$ cat config.mk
export PLATFORM = sky130hd
export DESIGN_NAME = instr_mem_loader_flat
export DESIGN_NICKNAME = d
export VERILOG_FILES = /design/src/rtl/instr_mem_loader_if.sv /design/src/rtl/instr_mem_loader.sv /design/src/flat_wrapper.sv
export SDC_FILE = /design/constraint.sdc
export NUM_CORES = 1
export LEC_CHECK = 0
export ABC_CLOCK_PERIOD_IN_PS = 1900
export BUFFER_PORTS_ARGS = -buffer_cell sky130_fd_sc_hd__buf_4
export CAP_MARGIN = 20
export CORE_UTILIZATION = 47
export DETAILED_ROUTE_END_ITERATION = 16
export PLACE_DENSITY = 0.81
export SYNTH_ARGS = -nofsm -noshare
export SYNTH_HDL_FRONTEND = slang
export SYNTH_SLANG_ARGS = --single-unit
$ cat constraint.sdc
create_clock -name clk -period 1.9 [get_ports clk]
set_input_delay 0.285 -clock clk [delete_from_list [all_inputs] [get_ports clk]]
set_output_delay 0.285 -clock clk [all_outputs]
set_load 0.02 [all_outputs]
$ cat src/rtl/instr_mem_loader_if.sv
// Request channel (valid/ready + instruction fields) and byte-wide memory write bus
// between a program source (master) and the instruction memory loader (slave).
interface instr_mem_loader_if #(
   parameter int ADDR_W = 8
);
   logic              in_valid;
   logic              in_ready;
   logic [3:0]        instr_sel;
   logic [4:0]        rs;
   logic [4:0]        rt;
   logic [4:0]        rd;
   logic [4:0]        shamt;
   logic [5:0]        funct;
   logic [15:0]       imm;
   logic [25:0]       target;
   logic              mem_we;
   logic [ADDR_W-1:0] mem_addr;
   logic [7:0]        mem_wdata;

   modport master (
      output in_valid, instr_sel, rs, rt, rd, shamt, funct, imm, target,
      input  in_ready, mem_we, mem_addr, mem_wdata
   );

   modport slave (
      input  in_valid, instr_sel, rs, rt, rd, shamt, funct, imm, target,
      output in_ready, mem_we, mem_addr, mem_wdata
   );
endinterface

$ cat src/rtl/instr_mem_loader.sv
// Encodes instruction requests into 32-bit MIPS words and writes them big-endian,
// one byte per cycle, into byte-addressed instruction memory at an auto-incrementing address.
module instr_mem_loader #(
   parameter int ADDR_W = 8,
   parameter int DEPTH  = 64,
   parameter int BASE   = 0
) (
   input  logic                         clk,
   input  logic                         rst_n,
   input  logic                         clear,
   instr_mem_loader_if.slave            bus,
   output logic [31:0]                  instr_word,
   output logic                         err_illegal,
   output logic                         full,
   output logic [$clog2(DEPTH+1)-1:0]   count
);
   localparam int CW = $clog2(DEPTH+1);

   typedef enum logic [2:0] {IDLE, WR0, WR1, WR2, WR3} state_t;

   state_t            state, state_nxt;
   logic [ADDR_W-1:0] base_ptr;
   logic [ADDR_W-1:0] offs;
   logic [5:0]        op;
   logic              legal;
   logic              accept;
   logic [31:0]       enc_word;

   always_comb begin
      op    = 6'b000000;
      legal = 1'b1;
      case (bus.instr_sel)
         4'd0:    op = 6'b000000;
         4'd1:    op = 6'b100011;
         4'd2:    op = 6'b101011;
         4'd3:    op = 6'b101000;
         4'd4:    op = 6'b101001;
         4'd5:    op = 6'b100000;
         4'd6:    op = 6'b100100;
         4'd7:    op = 6'b000100;
         4'd8:    op = 6'b001000;
         4'd9:    op = 6'b001100;
         4'd10:   op = 6'b001101;
         4'd11:   op = 6'b001010;
         4'd12:   op = 6'b000010;
         default: legal = 1'b0;
      endcase
   end

   // Illegal selects fall through to the I-type layout with a zero opcode.
   always_comb begin
      if (bus.instr_sel == 4'd0)
         enc_word = {6'b000000, bus.rs, bus.rt, bus.rd, bus.shamt, bus.funct};
      else if (bus.instr_sel == 4'd12)
         enc_word = {op, bus.target};
      else
         enc_word = {op, bus.rs, bus.rt, bus.imm};
   end

   assign full         = (int'(count) == DEPTH);
   assign bus.in_ready = rst_n && (state == IDLE) && !full && !clear;
   assign accept       = bus.in_valid && bus.in_ready;

   always_ff @(posedge clk or negedge rst_n) begin
      if (!rst_n) state <= IDLE;
      else        state <= state_nxt;
   end

   always_comb begin
      state_nxt = state;
      case (state)
         IDLE:    if (accept && legal) state_nxt = WR0;
         WR0:     state_nxt = WR1;
         WR1:     state_nxt = WR2;
         WR2:     state_nxt = WR3;
         WR3:     state_nxt = IDLE;
         default: state_nxt = IDLE;
      endcase
   end

   always_comb begin
      bus.mem_we    = 1'b0;
      offs          = '0;
      bus.mem_wdata = 8'h00;
      case (state)
         WR0: begin bus.mem_we = 1'b1; offs = ADDR_W'(0); bus.mem_wdata = instr_word[31:24]; end
         WR1: begin bus.mem_we = 1'b1; offs = ADDR_W'(1); bus.mem_wdata = instr_word[23:16]; end
         WR2: begin bus.mem_we = 1'b1; offs = ADDR_W'(2); bus.mem_wdata = instr_word[15:8];  end
         WR3: begin bus.mem_we = 1'b1; offs = ADDR_W'(3); bus.mem_wdata = instr_word[7:0];   end
         default: ;
      endcase
      bus.mem_addr = base_ptr + offs;
   end

   // clear only takes effect in IDLE so a word in flight always lands completely.
   always_ff @(posedge clk or negedge rst_n) begin
      if (!rst_n) begin
         base_ptr    <= ADDR_W'(BASE);
         count       <= '0;
         instr_word  <= 32'h0;
         err_illegal <= 1'b0;
      end else begin
         err_illegal <= accept && !legal;
         if (accept) instr_word <= enc_word;
         if (state == IDLE && clear) begin
            base_ptr <= ADDR_W'(BASE);
            count    <= '0;
         end else if (state == WR3) begin
            base_ptr <= base_ptr + ADDR_W'(4);
            count    <= count + CW'(1);
         end
      end
   end
endmodule

$ cat src/flat_wrapper.sv
// flat-port wrapper written by rule: the top's interface ports become plain ports
module instr_mem_loader_flat 
#(
   parameter int ADDR_W = 8,
   parameter int DEPTH  = 64,
   parameter int BASE   = 0
)
  (clk, rst_n, clear, instr_word, err_illegal, full, count, bus_in_valid, bus_instr_sel, bus_rs, bus_rt, bus_rd, bus_shamt, bus_funct, bus_imm, bus_target, bus_in_ready, bus_mem_we, bus_mem_addr, bus_mem_wdata);
  instr_mem_loader_if #(.ADDR_W(ADDR_W)) bus_i ();
  input  logic clk;
  input  logic rst_n;
  input  logic clear;
  output logic [31:0] instr_word;
  output logic err_illegal;
  output logic full;
  output logic [$clog2(DEPTH+1)-1:0] count;
  input wire logic [$bits(bus_i.in_valid)-1:0] bus_in_valid;
  input wire logic [$bits(bus_i.instr_sel)-1:0] bus_instr_sel;
  input wire logic [$bits(bus_i.rs)-1:0] bus_rs;
  input wire logic [$bits(bus_i.rt)-1:0] bus_rt;
  input wire logic [$bits(bus_i.rd)-1:0] bus_rd;
  input wire logic [$bits(bus_i.shamt)-1:0] bus_shamt;
  input wire logic [$bits(bus_i.funct)-1:0] bus_funct;
  input wire logic [$bits(bus_i.imm)-1:0] bus_imm;
  input wire logic [$bits(bus_i.target)-1:0] bus_target;
  output wire logic [$bits(bus_i.in_ready)-1:0] bus_in_ready;
  output wire logic [$bits(bus_i.mem_we)-1:0] bus_mem_we;
  output wire logic [$bits(bus_i.mem_addr)-1:0] bus_mem_addr;
  output wire logic [$bits(bus_i.mem_wdata)-1:0] bus_mem_wdata;
  assign bus_i.in_valid = bus_in_valid;
  assign bus_i.instr_sel = bus_instr_sel;
  assign bus_i.rs = bus_rs;
  assign bus_i.rt = bus_rt;
  assign bus_i.rd = bus_rd;
  assign bus_i.shamt = bus_shamt;
  assign bus_i.funct = bus_funct;
  assign bus_i.imm = bus_imm;
  assign bus_i.target = bus_target;
  assign bus_in_ready = bus_i.in_ready;
  assign bus_mem_we = bus_i.mem_we;
  assign bus_mem_addr = bus_i.mem_addr;
  assign bus_mem_wdata = bus_i.mem_wdata;
  instr_mem_loader #(.ADDR_W(ADDR_W), .DEPTH(DEPTH), .BASE(BASE)) u_core (.clk(clk), .rst_n(rst_n), .clear(clear), .bus(bus_i), .instr_word(instr_word), .err_illegal(err_illegal), .full(full), .count(count));
endmodule
==> results.md, run 1 <==
- Worst-case clock skew: 0.009471 ns
- Hold Crit Class: in2async
- Net load switching power: 2.630 mW
- CORE AREA: between 0.005 and 0.006 mm^2
- Initial drt markers: 164
- CP required: 1.62 ns
- Max-slew violations: 0
- Commonest non-fill, non-tap cell in the layout: buf_4
- Clk slew on worst S/H paths: roughly 0.09 ns
- Peak VDD IR: 1.132 mV
- Setup_tns: -0.1524 ns
- Worst-skew pair later-pin latency: a little over 0.3 ns
- First drt pass iteration count: 4
- Post-synth ARST share: 100.0%
- Cell-internal power: around 3.5 mW
- Tcrit/Tclk final: 103.1%
- Diode count: 0
- H-tree Lvls: 2
- WP buf/inv: 2
- Final setup viols: 6
- Total die area: 0.006418 mm^2
- Residual DRC: 0
- Ports: between 100 and 150
- Top cell type's share of synthesized area: 41.88%
- Post-synthesis sequential area ratio: 41.88%
- Flop pwr share: between 30% and 40%
- Avg Vias per Cell: 5.629
- Rows: 28
- Initial antenna violation count: 0
- Worst path slowest cell: dfrtp_2
- Hold Fails Final Rpt: 0
- CTS Buf Count: 5
- # fillers: 426
- Post-CTS Hold Buffers: 0
- Cells after Synth: 326
- Syn-to-layout area delta: 54.14%
- Status: finished with violations
- Gr usage total: 27.30%
- Synth area leaders: dfrtp_1 42%, nand2_1 8.8%, o21ai_0 5.6%, a311oi_1 4.9%, mux2i_1 4.2%
- Area leader, netlist: dfrtp_1
- Clk sinks: 48
- Largest net degree at the start of global routing: slightly below 50
- CTS tree: done
- Cell family with most CP delay: flip-flops
- Root buf cell: clkbuf_8
- CTS Buffer Depth: 2
- Commonest non-fill, non-tap cells in the layout: 159 x buf_4, 63 x nand2_1, 46 x dfrtp_1
- Drt total wl: 9.220 mm
- Leakage: 2.208 nW
- Final #Nets: 557
- Die height: 80.11 um
- Cell Area, Synth: 0.002868 mm^2
- Part of the power in combinational logic: between 50% and 60%
- Ys Warns: 0
- Vias post-DR: 3113
- IO buf count: 133
- Avg Cell Area, Syn: 8.797 um^2
- Crit-path cells: buf_6 > mux2_2 > a22oi_2 > o21ai_1 > buf_4
- Crit end category: primary output
- RSZ-0062 raised after global routing: true
- Post-synth cell types: between 40 and 50
- Final worst slack: -0.05854 ns
- DR WL/cell: 16.67 um
- Initial cell density of the core: 48.72%
- Hpwl dp: 6.437 mm
- Vias in the first global route: between 2000 and 3000
- Crit path time final: 1.959 ns
- Ratio of total power to cell area: 1380 mW/mm^2
- Sw frac: 43.10%
- Global-route wire length before repair: around 13 mm
- Rel. slew slack: 59.46%
- CP Launch Type: register
- Tightest Pin Transition: 0.6081 ns
- GR Overflow Total: 0
- CP arrival: 1.67 ns
- Share of layout cells above drive strength 1: 45.82%
- DP Area: 0.004019 mm^2
- Critical Setup Path Class: reg2out
- Failing checks: negative setup slack
- Routed Antenna Nets: 0
- Max Cap Violations: 0
- Clock share of power: 12.2%
- Gp weighted congestion: 0.8561
- Main synth FF type: dfrtp_1
- Synth Register Bits: 48
- CP peak stage delay: 0.47 ns
- Post-route cell area: 0.004420 mm^2
- Maximum fanout along the worst path: 7
- Die width: between 80 and 90 um
- Max Freq: approximately 500 MHz
- EDFF count, synth: 0
-- flip-flops by register name, summed over array words and instances (netlist names) --
register and count:
u_core.base_ptr 6, u_core.instr_word 31, u_core.count 7, u_core.err_illegal 1, u_core.state 3
-- cell type report --
type / instances / area, um^2 / area share, %
Inverter: 4 / 15.01 / 0.3397
Timing Repair Buffer: 172 / 1358 / 30.71
Clock buffer: 5 / 68.82 / 1.557
Sequential cell: 48 / 1204 / 27.23
Clock inverter: 3 / 42.54 / 0.9624
Tap cell: 75 / 93.84 / 2.123
Multi-Input combinational cell: 246 / 1639 / 37.08
-- worst paths after layout --
check,startpoint,depth (start not counted),slack (ns),to
worst min register to register,u_core.base_ptr[7],1,0.52,u_core.base_ptr[7]
worst max register to register,u_core.count[2],4,-0.02,u_core.instr_word[27]
max in group asynchronous,rst_n,2,1.37,u_core.state[0]
worst min-delay path,rst_n,2,0.07,u_core.count[6]
worst max-delay path,u_core.state[0],5,-0.06,bus_mem_wdata[3]
min in group clk,bus_instr_sel[3],2,0.27,u_core.instr_word[31]
-- synth_stat cells, types with 4 or more instances --
library cell   n
a21o_1        16
a22oi_1        7
mux2_2         9
inv_1          4
nor2_1        30
nand4_1        4
a21oi_1        5
o21ai_0       32
buf_2         13
ha_1           4
nand2_1       67
dfrtp_1       48
a311oi_1      16
mux2i_1       12
xnor2_1        6
clkbuf_1      13
-- logic make-up after synthesis --
group                      share of synthesized area, %
muxes                                             7.723
xor gates and xnor gates                          2.443
adders and majority gates                         1.745
other                                            0.1308
and+or+nand+nor                                   20.07
AOI/OAI and AO/OA                                 20.72
buffers and inverters                             5.279
DFF                                               41.88
-- power by group through the flow --
stage / Combinational, mW / Clock [mW] / Sequential [mW]
5_1_grt: 3.68 / 0.793 / 1.92
3_5_place_dp: 2.89 / 0 / 1.84
4_1_cts: 3.05 / 0.746 / 1.84
3_3_place_gp: 2.83 / 0 / 1.84
2_1_floorplan: 1.22 / 0 / 2.11
6_report: 3.48 / 0.746 / 1.88
-- per-layer routing --
| metal | vias to the layer above | share of wire, % | track usage [%] |
|---|---|---|---|
| met1 | 1509 | 40 | 34.06 |
| met5 | - | 0 | 0 |
| li1 | 1455 | - | - |
| met4 | 0 | 2.0 | 8.393 |
| met3 | 21 | 5.5 | 4.091 |
| met2 | 128 | 53 | 48.46 |
-- what timing repair did --
action,4_1_cts,5_1_grt
buffers inserted,3,12
pin swaps,2,7
gates resized for setup,19,33
gates cloned,1,0
endpoints found under the setup margin,11,15
-- through the flow --
stage	setup slack, ns	hold slack [ns]	cells	power [mW]	utilization [%]
global placement	0.1430	0.4311	529	4.665	68.28
global route	-0.1021	0.1254	553	6.391	75.11
CTS	-0.02986	0.1056	541	5.626	71.39
finish	-0.05854	0.07308	553	6.102	75.11
floorplan	0.02904	-0.01059	327	3.327	-
detailed placement	0.09166	0.4369	529	4.735	68.28
(Power assumes the default switching activity.)
==> run 2, diff against run 1 <==
- PLACE_DENSITY: 0.81 -> not set
- PLACE_DENSITY_LB_ADDON: not set -> 0.3
==> run 2 against run 1 <==
The run still ends with negative setup slack left; clock skew decreased by 0.0015 ns; non-clock buffer count decreased by 8; die area unchanged; combinational power decreased by 2%; global-route usage increased by 0.42 points; highest routed layer unchanged.
==> results.md, run 2 (same netlist as run 1, synthesis figures left out) <==
- Status: finished with violations
- Failing checks: negative setup slack
- CORE AREA: 0.005886 mm^2
- Initial drt markers: 143
- GRT busiest layer: met2
- Leakage: 2.167 nW
- Worst-skew pair later-pin latency: 0.30 ns
- # fillers: 441
- Worst-case clock skew: 0.007999 ns
- Final setup viols: 22
- Drt total wl: 9.129 mm
- Rel. slew slack: 59.29%
- CTS Buffer Depth: 2
- Commonest non-fill, non-tap cells in the layout: 152 x buf_4, 66 x nand2_1, 45 x dfrtp_1
- Tightest Pin Transition: roughly 0.61 ns
- Clk slew on worst S/H paths: 0.09 ns
- Ports: between 100 and 150
- Largest net degree at the start of global routing: 49
- Root buf cell: clkbuf_8
- Peak VDD IR: 1.150 mV
- Dpl cells: 526
- Diode count: 0
- Gr usage total: 27.72%
- Part of the power in combinational logic: 56.5%
- DR WL/cell: roughly 17 um
- Tcrit/Tclk final: 104.2%
- IO buf count: about 130
- Ratio of total power to cell area: 1377 mW/mm^2
- Cell-internal power: 3.429 mW
- Worst r2r src: u_core.count[4]
- Final worst slack: -0.08069 ns
- Routed Antenna Nets: 0
- Critical Setup Path Class: reg2out
- Maximum fanout along the worst path: 8
- Post-route cell area: 0.004374 mm^2
- Max Freq: 504.9 MHz
- Sw frac: 43.08%
- Initial cell density of the core: 48.72%
- First drt pass iteration count: 4
- CP Launch Type: register
- Commonest non-fill, non-tap cell in the layout: buf_4
- Hold Fails Final Rpt: 0
- Grt met1 use: approximately a third
- Avg Vias per Cell: 5.666
- Hold Crit Class: in2async
- R2r endpoint: u_core.instr_word[9]
- Initial antenna violation count: 0
- GRT met3 Usage: 6.023%
- CTS tree: done
- CP required: 1.62 ns
- Crit path time final: 1.981 ns
- Crit end category: primary output
- Die width: 80.11 um
- Net load switching power: ~2.6 mW
- Worst R2R Setup Slack: -0.03 ns
- Total die area: 0.006418 mm^2
- Rows: 28
- Final #Nets: approximately 550
- Biggest register: u_core.instr_word
- DP Area: 0.003996 mm^2
- Post-CTS Hold Buffers: 0
- Clock share of power: 12.2%
- Final cell count without fillers: 545
- Hpwl dp: 6.416 mm
- GR met2 Demand/Resource: approximately half
- RSZ-0062 raised after global routing: true
- GR Overflow Total: 0
- Flop pwr share: 31.3%
- CP arrival: about 1.7 ns
- Biggest regs: u_core.instr_word x31, u_core.count x7, u_core.base_ptr x6
- Share of layout cells above drive strength 1: 44.68%
- Die height: 80.11 um
- Global-route wire length before repair: 13.45 mm
- H-tree Lvls: 2
- Vias post-DR: roughly 3100
- Syn-to-layout area delta: 52.53%
- Vias in the first global route: 2737
- Residual DRC: 0
- CTS Buf Count: 5
- Clk sinks: 48
- Max-slew violations: 0
- Max reg flops: 31
- Max Cap Violations: 0
- Reg2Reg Depth: 5
- Gp weighted congestion: 0.9438
-- run 2: cell count changes in the layout (fill, tap and decap cells not counted), moves of 3 or more --
cell	change
o21ai_2	-3
buf_4	-7
nand2_1	+3
nand2_2	-3
buf_6	-4
-- run 2: area by class of cell --
type / instances / area, um^2 / area share [%]
multi-input combinational: 246 / 1664 / 38.04
inverter: 4 / 15.01 / 0.3432
clock buffer: 5 / 68.82 / 1.573
sequential: 48 / 1205 / 27.55
clock inverter: 3 / 42.54 / 0.9725
timing repair buffer: 164 / 1285 / 29.38
tap: 75 / 93.84 / 2.145
-- run 2: critical path, stage by stage (launching register included) --
cell and delay [ns]:
dfrtp_2 0.50, buf_6 0.16, nor3b_4 0.22, buf_6 0.17, nand2_1 0.07, o21ai_1 0.10, buf_4 0.17
-- run 2: worst max path at each step --
stage                    startpoint                     to  slack, ns  cells after the start
floorplan           u_core.state[0]       bus_mem_wdata[0]       0.03                      5
global placement    u_core.count[3]  u_core.instr_word[15]       0.14                      5
detailed placement  u_core.state[0]       bus_mem_wdata[1]       0.05                      5
CTS                 u_core.state[0]        bus_mem_addr[1]      -0.06                      4
global route        u_core.state[0]       bus_mem_wdata[5]      -0.14                      6
finish              u_core.state[0]       bus_mem_wdata[5]      -0.08                      6
-- run 2: routing by layer --
layer  wire length (um)  part of all wire, %  vias to the layer above
met4                165                  1.8                        0
met1               3528                   39                     1512
met5                  0                    0                        -
met2               4827                   53                      122
li1                   -                    -                     1438
met3                607                  6.6                       16
-- run 2: repair_timing --
item | 4_1_cts | 5_1_grt
resized for setup | 29 | 22
setup endpoints to repair | 11 | 13
pin swaps | 5 | 7
gates cloned | 0 | 1
setup buffers | 5 | 5
-- run 2: metrics by stage --
stage	total power [mW]	setup slack [ns]	hold slack (ns)	utilization, %	TNS (ns)
floorplan	3.327	0.02904	-0.01059	-	0
global placement	4.657	0.1389	0.4473	67.90	0
detailed placement	4.710	0.05052	0.4556	67.90	0
CTS	5.728	-0.05904	0.1183	71.85	-0.2093
global route	6.328	-0.1428	0.1583	74.32	-2.150
finish	6.025	-0.08069	0.1087	74.32	-0.5931
-- run 2: power by group through the flow --
stage / combinational, mW / clock, mW / sequential (mW)
final: 3.40 / 0.735 / 1.89
after global placement: 2.80 / 0 / 1.86
after floorplan: 1.22 / 0 / 2.11
after CTS: 3.12 / 0.742 / 1.86
after detailed placement: 2.86 / 0 / 1.85
after global routing: 3.61 / 0.791 / 1.92
